--- src/rtl/fetch_pkg.sv ---
// Shared types and defaults for the instruction-fetch stage.
// Optional perf counters are enabled with the FETCH_PERF_EN macro.
package fetch_pkg;

  typedef enum logic [1:0] {
    S_IDLE  = 2'd0,
    S_RUN   = 2'd1,
    S_STALL = 2'd2,
    S_HALT  = 2'd3
  } fetch_state_e;

  localparam logic [31:0] NOP_INSTR = 32'h0000_0000;
  localparam logic [5:0]  HALT_OPCODE_DEF = 6'h3F;
  localparam int unsigned PC_INCR_DEF = 4;

endpackage

--- src/rtl/fetch_controller_if.sv ---
// Instruction-memory bus and IF/ID bundle of the fetch stage.
// The master side is the fetch controller.
interface fetch_controller_if;

  logic [31:0] pc;
  logic [31:0] if_instr;
  logic [31:0] IF_ID_IR;
  logic [31:0] IF_ID_NPC;
  logic        IF_ID_valid;

  modport master (
    output pc,
    output IF_ID_IR,
    output IF_ID_NPC,
    output IF_ID_valid,
    input  if_instr
  );

  modport slave (
    input  pc,
    input  IF_ID_IR,
    input  IF_ID_NPC,
    input  IF_ID_valid,
    output if_instr
  );

endinterface

--- src/rtl/fetch_perf_counters.sv ---
// Saturating fetch/stall/flush event counters.
// Only instantiated when FETCH_PERF_EN is defined.
module fetch_perf_counters (
  input  logic        clk,
  input  logic        rst_n,
  input  logic        clr,
  input  logic        inc_fetch,
  input  logic        inc_stall,
  input  logic        inc_flush,
  output logic [31:0] fetch_count,
  output logic [31:0] stall_count,
  output logic [31:0] flush_count
);

  logic [31:0] fetch_q, fetch_d;
  logic [31:0] stall_q, stall_d;
  logic [31:0] flush_q, flush_d;

  // Saturating increments; start clears all three.
  always_comb begin
    fetch_d = fetch_q;
    stall_d = stall_q;
    flush_d = flush_q;
    if (clr) begin
      fetch_d = '0;
      stall_d = '0;
      flush_d = '0;
    end else begin
      if (inc_fetch && fetch_q != '1) fetch_d = fetch_q + 32'd1;
      if (inc_stall && stall_q != '1) stall_d = stall_q + 32'd1;
      if (inc_flush && flush_q != '1) flush_d = flush_q + 32'd1;
    end
  end

  // Counter registers.
  always_ff @(posedge clk or negedge rst_n) begin
    if (!rst_n) begin
      fetch_q <= '0;
      stall_q <= '0;
      flush_q <= '0;
    end else begin
      fetch_q <= fetch_d;
      stall_q <= stall_d;
      flush_q <= flush_d;
    end
  end

  assign fetch_count = fetch_q;
  assign stall_count = stall_q;
  assign flush_count = flush_q;

endmodule

--- src/rtl/fetch_controller.sv ---
// Fetch stage: PC register, next-PC arbitration, IF/ID register.
// FETCH_PERF_EN adds fetch/stall/flush counter outputs.
module fetch_controller
  import fetch_pkg::*;
#(
  parameter logic [31:0] RESET_PC    = 32'h0000_0000,
  parameter logic [5:0]  HALT_OPCODE = HALT_OPCODE_DEF,
  parameter int unsigned PC_INCR     = PC_INCR_DEF
) (
  input  logic        clk,
  input  logic        rst_n,
  input  logic        start,
  input  logic        stall,
  input  logic        pc_choose,
  input  logic [31:0] EX_MEM_NPC,
  fetch_controller_if.master bus,
  output logic        flush,
  output logic        halted,
  output logic        misaligned
`ifdef FETCH_PERF_EN
  ,
  output logic [31:0] fetch_count,
  output logic [31:0] stall_count,
  output logic [31:0] flush_count
`endif
);

  localparam logic [31:0] INCR = 32'(PC_INCR);

  fetch_state_e state_q, state_d;
  logic [31:0]  pc_q, pc_d;
  logic [31:0]  ir_q, ir_d;
  logic [31:0]  npc_q, npc_d;
  logic         vld_q, vld_d;
  logic         mis_q, mis_d;
  logic [31:0]  pc_seq;
  logic         redirect;
  logic         load;
  logic         hold;
  logic         clr;

  assign pc_seq = pc_q + INCR;

  // Next state and next-PC arbitration; redirect beats everything.
  always_comb begin
    state_d  = state_q;
    pc_d     = pc_q;
    ir_d     = ir_q;
    npc_d    = npc_q;
    vld_d    = vld_q;
    mis_d    = mis_q;
    redirect = 1'b0;
    load     = 1'b0;
    hold     = 1'b0;
    clr      = 1'b0;
    case (state_q)
      S_IDLE: begin
        pc_d  = RESET_PC;
        vld_d = 1'b0;
        if (start) begin
          state_d = S_RUN;
          clr     = 1'b1;
        end
      end
      S_RUN, S_STALL: begin
        if (pc_choose) begin
          redirect = 1'b1;
        end else if (stall) begin
          state_d = S_STALL;
          hold    = (state_q == S_STALL);
        end else begin
          ir_d  = bus.if_instr;
          npc_d = pc_seq;
          vld_d = 1'b1;
          load  = 1'b1;
          if (bus.if_instr[31:26] == HALT_OPCODE) begin
            state_d = S_HALT;
          end else begin
            pc_d    = pc_seq;
            state_d = S_RUN;
          end
        end
      end
      S_HALT: begin
        vld_d = 1'b0;
        if (pc_choose) begin
          redirect = 1'b1;
        end else if (start) begin
          pc_d    = RESET_PC;
          state_d = S_RUN;
          clr     = 1'b1;
        end
      end
      default: state_d = S_IDLE;
    endcase
    if (redirect) begin
      pc_d    = {EX_MEM_NPC[31:2], 2'b00};
      ir_d    = NOP_INSTR;
      vld_d   = 1'b0;
      state_d = S_RUN;
      if (EX_MEM_NPC[1:0] != 2'b00) mis_d = 1'b1;
    end
  end

  // Fetch-stage registers.
  always_ff @(posedge clk or negedge rst_n) begin
    if (!rst_n) begin
      state_q <= S_IDLE;
      pc_q    <= RESET_PC;
      ir_q    <= NOP_INSTR;
      npc_q   <= '0;
      vld_q   <= 1'b0;
      mis_q   <= 1'b0;
    end else begin
      state_q <= state_d;
      pc_q    <= pc_d;
      ir_q    <= ir_d;
      npc_q   <= npc_d;
      vld_q   <= vld_d;
      mis_q   <= mis_d;
    end
  end

  assign bus.pc          = pc_q;
  assign bus.IF_ID_IR    = ir_q;
  assign bus.IF_ID_NPC   = npc_q;
  assign bus.IF_ID_valid = vld_q;
  assign flush           = redirect;
  assign halted          = (state_q == S_HALT);
  assign misaligned      = mis_q;

`ifdef FETCH_PERF_EN
  fetch_perf_counters u_perf (
    .clk         (clk),
    .rst_n       (rst_n),
    .clr         (clr),
    .inc_fetch   (load),
    .inc_stall   (hold),
    .inc_flush   (redirect),
    .fetch_count (fetch_count),
    .stall_count (stall_count),
    .flush_count (flush_count)
  );
`else
  logic unused_perf;
  assign unused_perf = ^{load, hold, clr};
`endif

endmodule

--- src/flat_wrapper.sv ---
// flat-port wrapper written by rule: the top's interface ports become plain ports
module fetch_controller_flat import fetch_pkg::*;
#(
  parameter logic [31:0] RESET_PC    = 32'h0000_0000,
  parameter logic [5:0]  HALT_OPCODE = HALT_OPCODE_DEF,
  parameter int unsigned PC_INCR     = PC_INCR_DEF
)
  (clk, rst_n, start, stall, pc_choose, EX_MEM_NPC, flush, halted, misaligned, bus_pc, bus_IF_ID_IR, bus_IF_ID_NPC, bus_IF_ID_valid, bus_if_instr);
  fetch_controller_if bus_i ();
  input  logic clk;
  input  logic rst_n;
  input  logic start;
  input  logic stall;
  input  logic pc_choose;
  input  logic [31:0] EX_MEM_NPC;
  output logic flush;
  output logic halted;
  output logic misaligned;
  output wire logic [$bits(bus_i.pc)-1:0] bus_pc;
  output wire logic [$bits(bus_i.IF_ID_IR)-1:0] bus_IF_ID_IR;
  output wire logic [$bits(bus_i.IF_ID_NPC)-1:0] bus_IF_ID_NPC;
  output wire logic [$bits(bus_i.IF_ID_valid)-1:0] bus_IF_ID_valid;
  input wire logic [$bits(bus_i.if_instr)-1:0] bus_if_instr;
  assign bus_pc = bus_i.pc;
  assign bus_IF_ID_IR = bus_i.IF_ID_IR;
  assign bus_IF_ID_NPC = bus_i.IF_ID_NPC;
  assign bus_IF_ID_valid = bus_i.IF_ID_valid;
  assign bus_i.if_instr = bus_if_instr;
  fetch_controller #(.RESET_PC(RESET_PC), .HALT_OPCODE(HALT_OPCODE), .PC_INCR(PC_INCR)) u_core (.clk(clk), .rst_n(rst_n), .start(start), .stall(stall), .pc_choose(pc_choose), .EX_MEM_NPC(EX_MEM_NPC), .bus(bus_i), .flush(flush), .halted(halted), .misaligned(misaligned));
endmodule
--- config.mk ---
export PLATFORM = sky130hd
export DESIGN_NAME = fetch_controller_flat
export DESIGN_NICKNAME = d
export VERILOG_FILES = /design/src/rtl/fetch_pkg.sv /design/src/rtl/fetch_controller_if.sv /design/src/rtl/fetch_perf_counters.sv /design/src/rtl/fetch_controller.sv /design/src/flat_wrapper.sv
export SDC_FILE = /design/constraint.sdc
export NUM_CORES = 1
export LEC_CHECK = 0
export BUFFER_PORTS_ARGS = -buffer_cell sky130_fd_sc_hd__buf_2
export CORE_MARGIN = 2
export CORE_UTILIZATION = 45
export CTS_BUF_LIST = sky130_fd_sc_hd__clkbuf_8 sky130_fd_sc_hd__clkbuf_16
export CTS_CLUSTER_DIAMETER = 100
export CTS_CLUSTER_SIZE = 25
export DETAILED_ROUTE_END_ITERATION = 8
export GPL_TIMING_DRIVEN = 0
export PLACE_DENSITY = 0.84
export SLEW_MARGIN = 30
export SYNTH_ARGS = -nofsm -noshare
export SYNTH_HDL_FRONTEND = slang
export SYNTH_HIERARCHICAL = 1
export SYNTH_SLANG_ARGS = --single-unit
export TNS_END_PERCENT = 100
--- constraint.sdc ---
create_clock -name clk -period 5.1 [get_ports clk]
set_input_delay 1.02 -clock clk [delete_from_list [all_inputs] [get_ports clk]]
set_output_delay 1.02 -clock clk [all_outputs]
set_load 0.1 [all_outputs]
==> summary.md, run 1 <==
| Metric | Value |
|---|---|
| Register area share after synthesis | approximately half |
| Cells after Synth | approximately 560 |
| CTS hold repair buffers | 0 |
| Multi-input logic area | 2340 um2 |
| Crit Path Category | primary input to output port |
| FP Rows | 38 |
| Dominant synthesized flop cell | dfrtp_1 |
| Detail Placement HPWL | 10.8 mm |
| Clk slew on worst S/H paths | 100 ps |
| Routed Antenna Nets | 0 |
| All-layer global routing usage | 24.1% |
| Critical-path top delay cell | buf_2 |
| Antenna cell count | 0 |
| Fin crit share | 69.6% |
| Die area | 12000 um2 |
| Cells on Worst Hold Path | 2 |
| CTS Buffer Depth | 2 |
| Pin count of the biggest net entering global routing | 50 |
| Starting DRT DRC Count | approximately 440 |
| Ports | 169 |
| Final Wtd Congestion | 0.920 |
| FMAX | 282 MHz |
| WP depth | 6 |
| Post-Syn Area | 5000 um2 |
| I/O Buffers | 164 |
| Vias per inst | 5.50 |
| Final Hold Viols | 0 |
| Cell Chain, Critical Path | buf_2, nand2b_1, buf_2, inv_1, clkbuf_1, buf_2 |
| Outcome | complete, no violations |
| Initial antenna violation count | 0 |
| Critical Path AT | 2530 ps |
| Skew-Pair Late Insertion Delay | 370 ps |
| Die width | 109 um |
| CTS tree | yes |
| DR DRC count | 0 |
| TNS Setup | 0 ps |
| Final Util | between 50% and 60% |
| Layout cell share with drive strength beyond 1 | between 20% and 30% |
| PostCTS Resize Cnt | 0 |
| Startpoint type of the worst setup path | primary input |
| CTS root buffer | clkbuf_8 |
| Die H | 109 um |
| DRT Pass-1 Iters | 5 |
| Layout Nets | 807 |
| Max_cap viols | 0 |
| Req. time, crit path | approximately 4100 ps |
| TritonCTS Sinks | 96 |
| Worst hold margin | 483 ps |
| Slew headroom | 57.2% |
| Initial Utilization | 46.1% |
| Vias | 4837 |
| Leading area contributor after synthesis | dfrtp_1 |
| Least-Margin Pin Slew | 643 ps |
| Routed length per instance | 16.3 um |
| Critical Path Fanout Max | 10 |
| Global route total overflow | 0 |
| Number of global-route vias before repair | 4359 |
| R2R setup slack | between 2000 and 3000 ps |
| Yosys warnings | 6 |
| Top cells by area, synth | dfrtp_1, nand2_1, o21ai_0 |
| Clock Skew | about 15 ps |
| CP delay by family, top | buffers and inverters |
| Worst min-delay path category | flip-flop to flip-flop |
| Crit end category | output port |
| Asr flop ratio synth | 100% |
| Library cells used by synthesis | slightly below 50 |
| Post-CTS Setup Bufs | 0 |
| CORE AREA | 10800 um2 |
| Buf/Inv on CP | 5 |
| Post-synth EDFFs | 0 |
| Mapped Avg Cell Area | 8.99 um2 |
| Fillers | 974 |
| First-pass GRT wire length | around 22 mm |
| Setup violators final | 0 |
| Minimum clock period | 3550 ps |
| H-Tree Depth | 3 |
| Sequential cell area | 2400 um2 |
| R2R cell count | 9 |
| Routed wire length | 14.3 mm |
| Area share of the largest cell type after synthesis | 48.1% |
| Most frequent CP cell | buf_2 |
| #FFs+latches synth | 96 |
| Crit-path max cell delay | 530 ps |
| Max Slew Vio Count | 0 |
| CTS buffer count | 9 |
| RSZ-0062 raised after global routing | no |
| Area delta synth->final | 24.5% |
Yosys cell counts, types with 3 or more instances:
cell type,count
a21o_1,10
a21oi_1,15
a22oi_1,6
a32o_1,9
and2_1,4
and3_1,9
and4_1,5
buf_1,3
buf_2,9
buf_4,6
clkbuf_1,26
dfrtp_1,96
ha_1,3
inv_1,16
nand2_1,116
nand3_1,12
nand4_1,6
nor2_1,26
nor3_1,5
nor3_2,7
nor4_1,4
nor4_4,4
o21ai_0,80
o21ai_1,18
o2bb2ai_1,5
o31a_1,3
xnor2_1,22
xor2_1,5
cell families (layout without fill, tap and decap cells):
logic type	Yosys count	in the layout	share of synthesized area, %
and+or+nand+nor	209	209	21.9
AOI/OAI and AO/OA	159	159	19.1
other	1	4	0.0750
DFF	96	96	48.1
buffers and inverters	61	242	5.41
adders and majority gates	3	3	0.751
xor gates and xnor gates	27	27	4.73
layer usage:
metal	global-route usage (%)	wire, um
met3	4.56	1060
met2	40.1	6930
met4	8.05	221
met1	31.7	6090
met5	0	0
worst register-to-register path: stages (launching register included):
cell	delay (ps)
dfrtp_1	390
inv_1	50
ha_1	200
nand2b_1	130
buf_2	180
nand2_1	190
o211a_1	370
clkbuf_1	440
o21ai_0	200
a21o_1	210
path summary, 6_finish.rpt:
kind	from	to
worst max register to register	u_core/state_q[0]	u_core/bus.pc[29]
worst min-delay path	u_core/bus.IF_ID_NPC[3]	u_core/bus.IF_ID_NPC[3]
worst max-delay path	pc_choose	flush
worst min register to register	u_core/bus.IF_ID_NPC[3]	u_core/bus.IF_ID_NPC[3]
max in group asynchronous	rst_n	u_core/bus.pc[19]
min in group asynchronous	rst_n	u_core/bus.IF_ID_IR[6]
area by class of cell:
class / count / share of cell area [%]
Multi-Input combinational cell: 402 / 37.6
Timing Repair Buffer: 165 / 13.7
Buffer: 45 / 3.38
Clock buffer: 9 / 1.99
Clock inverter: 7 / 0.965
Sequential cell: 96 / 38.6
Tap cell: 140 / 2.81
Inverter: 16 / 0.965
cell usage in the layout (no fill, tap or decap), types with 5 or more instances in the layout:
| cell type | n |
|---|---|
| clkbuf_1 | 26 |
| o21ai_0 | 80 |
| xor2_1 | 5 |
| clkbuf_8 | 9 |
| and4_1 | 5 |
| o21ai_1 | 18 |
| nor2_1 | 26 |
| nor3_2 | 7 |
| o2bb2ai_1 | 5 |
| nor3_1 | 5 |
| buf_4 | 6 |
| a32o_1 | 9 |
| a21o_1 | 10 |
| a21oi_1 | 15 |
| a22oi_1 | 6 |
| dfrtp_1 | 96 |
| buf_2 | 172 |
| and3_1 | 9 |
| inv_1 | 16 |
| xnor2_1 | 22 |
| nand2_1 | 116 |
| nand4_1 | 6 |
| nand3_1 | 12 |
registers in the layout, indices dropped and copies added (netlist names):
register	cells
u_core/misaligned	1
u_core/bus.IF_ID_IR	32
u_core/bus.IF_ID_NPC	30
u_core/state_q	2
u_core/bus.pc	30
u_core/bus.IF_ID_valid	1
through the flow:
step                      instance area [um2]  setup WS, ps  cells
after global routing                     6220          1430    880
after CTS                                6220          1550    880
after floorplan                          5010          1740    559
after detailed placement                 6040          1550    864
after global placement                   6010          1580    863
final                                    6220          1550    880
Power of run 1 is not shown: default switching activity piles up to over one toggle a cycle in this logic, so the estimate is an artifact.
==> run 2, diff against run 1 <==
--- a/config.mk
+++ b/config.mk
@@ -13,7 +13,7 @@
 export CTS_CLUSTER_SIZE = 25
 export DETAILED_ROUTE_END_ITERATION = 8
 export GPL_TIMING_DRIVEN = 0
-export PLACE_DENSITY = 0.84
+export PLACE_DENSITY = 0.87
 export SLEW_MARGIN = 30
 export SYNTH_ARGS = -nofsm -noshare
 export SYNTH_HDL_FRONTEND = slang
==> constraint.sdc (replaced) <==
create_clock -name clk -period 3.05 [get_ports clk]
set_input_delay 0.61 -clock clk [delete_from_list [all_inputs] [get_ports clk]]
set_output_delay 0.61 -clock clk [all_outputs]
set_load 0.1 [all_outputs]
==> summary.md, run 2 (same netlist as run 1, synthesis figures left out) <==
| Metric | Value |
|---|---|
| Outcome | complete, no violations (unchanged) |
| I/O Buffers | 164 (unchanged) |
| Ports | 169 (unchanged) |
| First-pass GRT wire length | 22.0 mm (was 22.3 mm) |
| Worst r2r dst | u_core/bus.pc[29] (unchanged) |
| Initial antenna violation count | 0 (unchanged) |
| Reg2reg start | u_core/state_q[0] (unchanged) |
| Pin count of the biggest net entering global routing | 58 (was 50) |
| Critical-path top delay cell | clkbuf_4 (was buf_2) |
| Max Slew Vio Count | 0 (unchanged) |
| CORE AREA | 10800 um2 (unchanged) |
| All-layer global routing usage | 23.6% (was 24.1%) |
| DRT Pass-1 Iters | 5 (unchanged) |
| Least-Margin Pin Slew | 566 ps (was 643 ps) |
| TNS Setup | 0 ps (unchanged) |
| R2R setup slack | 650 ps (was 2640 ps) |
| Non-filler cells, final | 878 (was 880) |
| Worst min-delay path category | primary input to asynchronous set/reset pin (was flip-flop to flip-flop) |
| Detail Placement HPWL | 10.7 mm (was 10.8 mm) |
| Die H | 109 um (unchanged) |
| Routed wire length | 14.1 mm (was 14.3 mm) |
| FMAX | 368 MHz |
| Most frequent CP cell | inv_1 (was buf_2) |
| Most common cell after layout, fill and taps aside | buf_2 (unchanged) |
| Global route total overflow | 0 (unchanged) |
| CTS tree | yes (unchanged) |
| Die width | 109 um (unchanged) |
| Crit Path Category | flip-flop to output port (was primary input to output port) |
| Req. time, crit path | 2440 ps (was 4080 ps) |
| Antenna cell count | 0 (unchanged) |
| Clk slew on worst S/H paths | 100 ps (about the same) |
| RSZ-0062 raised after global routing | no (unchanged) |
| TritonCTS Sinks | 96 (unchanged) |
| Initial Utilization | 46.1% (unchanged) |
| Routed Antenna Nets | 0 (unchanged) |
| Skew-Pair Late Insertion Delay | 370 ps (about the same) |
| Fillers | 982 (was 974) |
| Layout Nets | 806 (was 807) |
| Critical Path AT | 2110 ps (was 2530 ps) |
| Fin crit share | 89.1% |
| Die area | 12000 um2 (unchanged) |
| Final Wtd Congestion | 0.920 (about the same) |
| FP Rows | 38 (unchanged) |
| CTS buffer count | 9 (unchanged) |
| Area delta synth->final | 24.7% (was 24.5%) |
| Max FFs per register | 32 (unchanged) |
| Vias | 4807 (was 4837) |
| Number of global-route vias before repair | 4417 (was 4359) |
| Dpl cells | 864 (unchanged) |
| R2R cell count | 9 (unchanged) |
| Slew headroom | 62.3% (was 57.2%) |
| CTS root buffer | clkbuf_8 (unchanged) |
| CTS hold repair buffers | 0 (unchanged) |
| Most frequent cells in the layout | buf_2, nand2_1, dfrtp_1 (unchanged) |
| Vias per inst | 5.47 (was 5.50) |
| Post-CTS Setup Bufs | 0 (unchanged) |
| Setup violators final | 0 (unchanged) |
| CP Capture Point | flush (unchanged) |
| Crit-path max cell delay | 440 ps (was 530 ps) |
| Layout cell share with drive strength beyond 1 | 29.0% (was 29.1%) |
| Crit path from | u_core/state_q[0] (was pc_choose) |
| Crit end category | output port (unchanged) |
| Routed length per instance | 16.1 um (was 16.3 um) |
| H-Tree Depth | 3 (unchanged) |
| Critical Path Fanout Max | 14 (was 10) |
| Minimum clock period | 2720 ps |
| CTS Buffer Depth | 2 (unchanged) |
| Startpoint type of the worst setup path | flip-flop (was primary input) |
| Starting DRT DRC Count | 382 (was 439) |
| Final Hold Viols | 0 (unchanged) |
| Clock Skew | 16.0 ps (was 15.4 ps) |
| Max_cap viols | 0 (unchanged) |
| DR DRC count | 0 (unchanged) |
| Cell Chain, Critical Path | inv_1, ha_1, nand2b_1, buf_2, inv_1, clkbuf_4 (was buf_2, nand2b_1, buf_2, inv_1, clkbuf_1, buf_2) |
-- run 2: cell types whose count changed in the layout (fill, tap and decap cells not counted), sizes merged --
cell / previous run / this run
clkinv: 2 / 1
bufinv: 0 / 1
buf: 184 / 183
inv: 21 / 20
-- run 2: worst min-delay path by stage --
| stage | depth (start not counted) | slack (ps) | startpoint | endpoint |
|---|---|---|---|---|
| after floorplan | 0 | 310 | rst_n | u_core/bus.IF_ID_IR[0] |
| after global placement | 2 | 460 | u_core/bus.IF_ID_NPC[11] | u_core/bus.IF_ID_NPC[11] |
| after detailed placement | 1 | 460 | u_core/misaligned | u_core/misaligned |
| after CTS | 1 | 210 | rst_n | u_core/bus.pc[6] |
| after global routing | 1 | 220 | rst_n | u_core/bus.IF_ID_IR[21] |
| final | 1 | 200 | rst_n | u_core/bus.pc[6] |
-- run 2: worst max-delay path, delay by kind of cell (launching register included) --
kind / cells / cell delay (ps)
adders and majority gates: 1 / 190
DFF: 1 / 380
and+or+nand+nor: 1 / 130
buffers and inverters: 4 / 1040
-- run 2: what timing repair did --
| item | in CTS | in global routing |
|---|---|---|
| setup endpoints to repair | 0 | 1 |
| resized for setup | 0 | 1 |
| endpoints found under the hold margin | 0 | 0 |
-- run 2: area by class of cell --
type	instances	area, um2	share of cell area [%]
Tap cell	140	175	2.81
Clock inverter	6	76.3	1.22
Timing Repair Buffer	165	850	13.6
Multi-Input combinational cell	402	2340	37.5
Sequential cell	96	2400	38.6
Buffer	44	206	3.31
Inverter	16	60.1	0.964
Clock buffer	9	124	1.99
-- run 2: metal layers --
metal | global-route usage, % | part of all wire, %
met1 | 31.2 | 43
met2 | 39.5 | 48
met3 | 5.22 | 7.0
met4 | 6.24 | 2.0
met5 | 0 | 0
-- run 2: per-stage QoR --
step	hold slack, ps	utilization, %	setup slack [ps]	cell area, um2
global placement	457	55.4	379	6010
global route	222	57.5	165	6230
CTS	211	57.5	25.0	6230
detailed placement	460	55.6	342	6030
floorplan	314	-	458	5010
finish	197	57.5	333	6230
Power of run 2 is left out for the same reason.
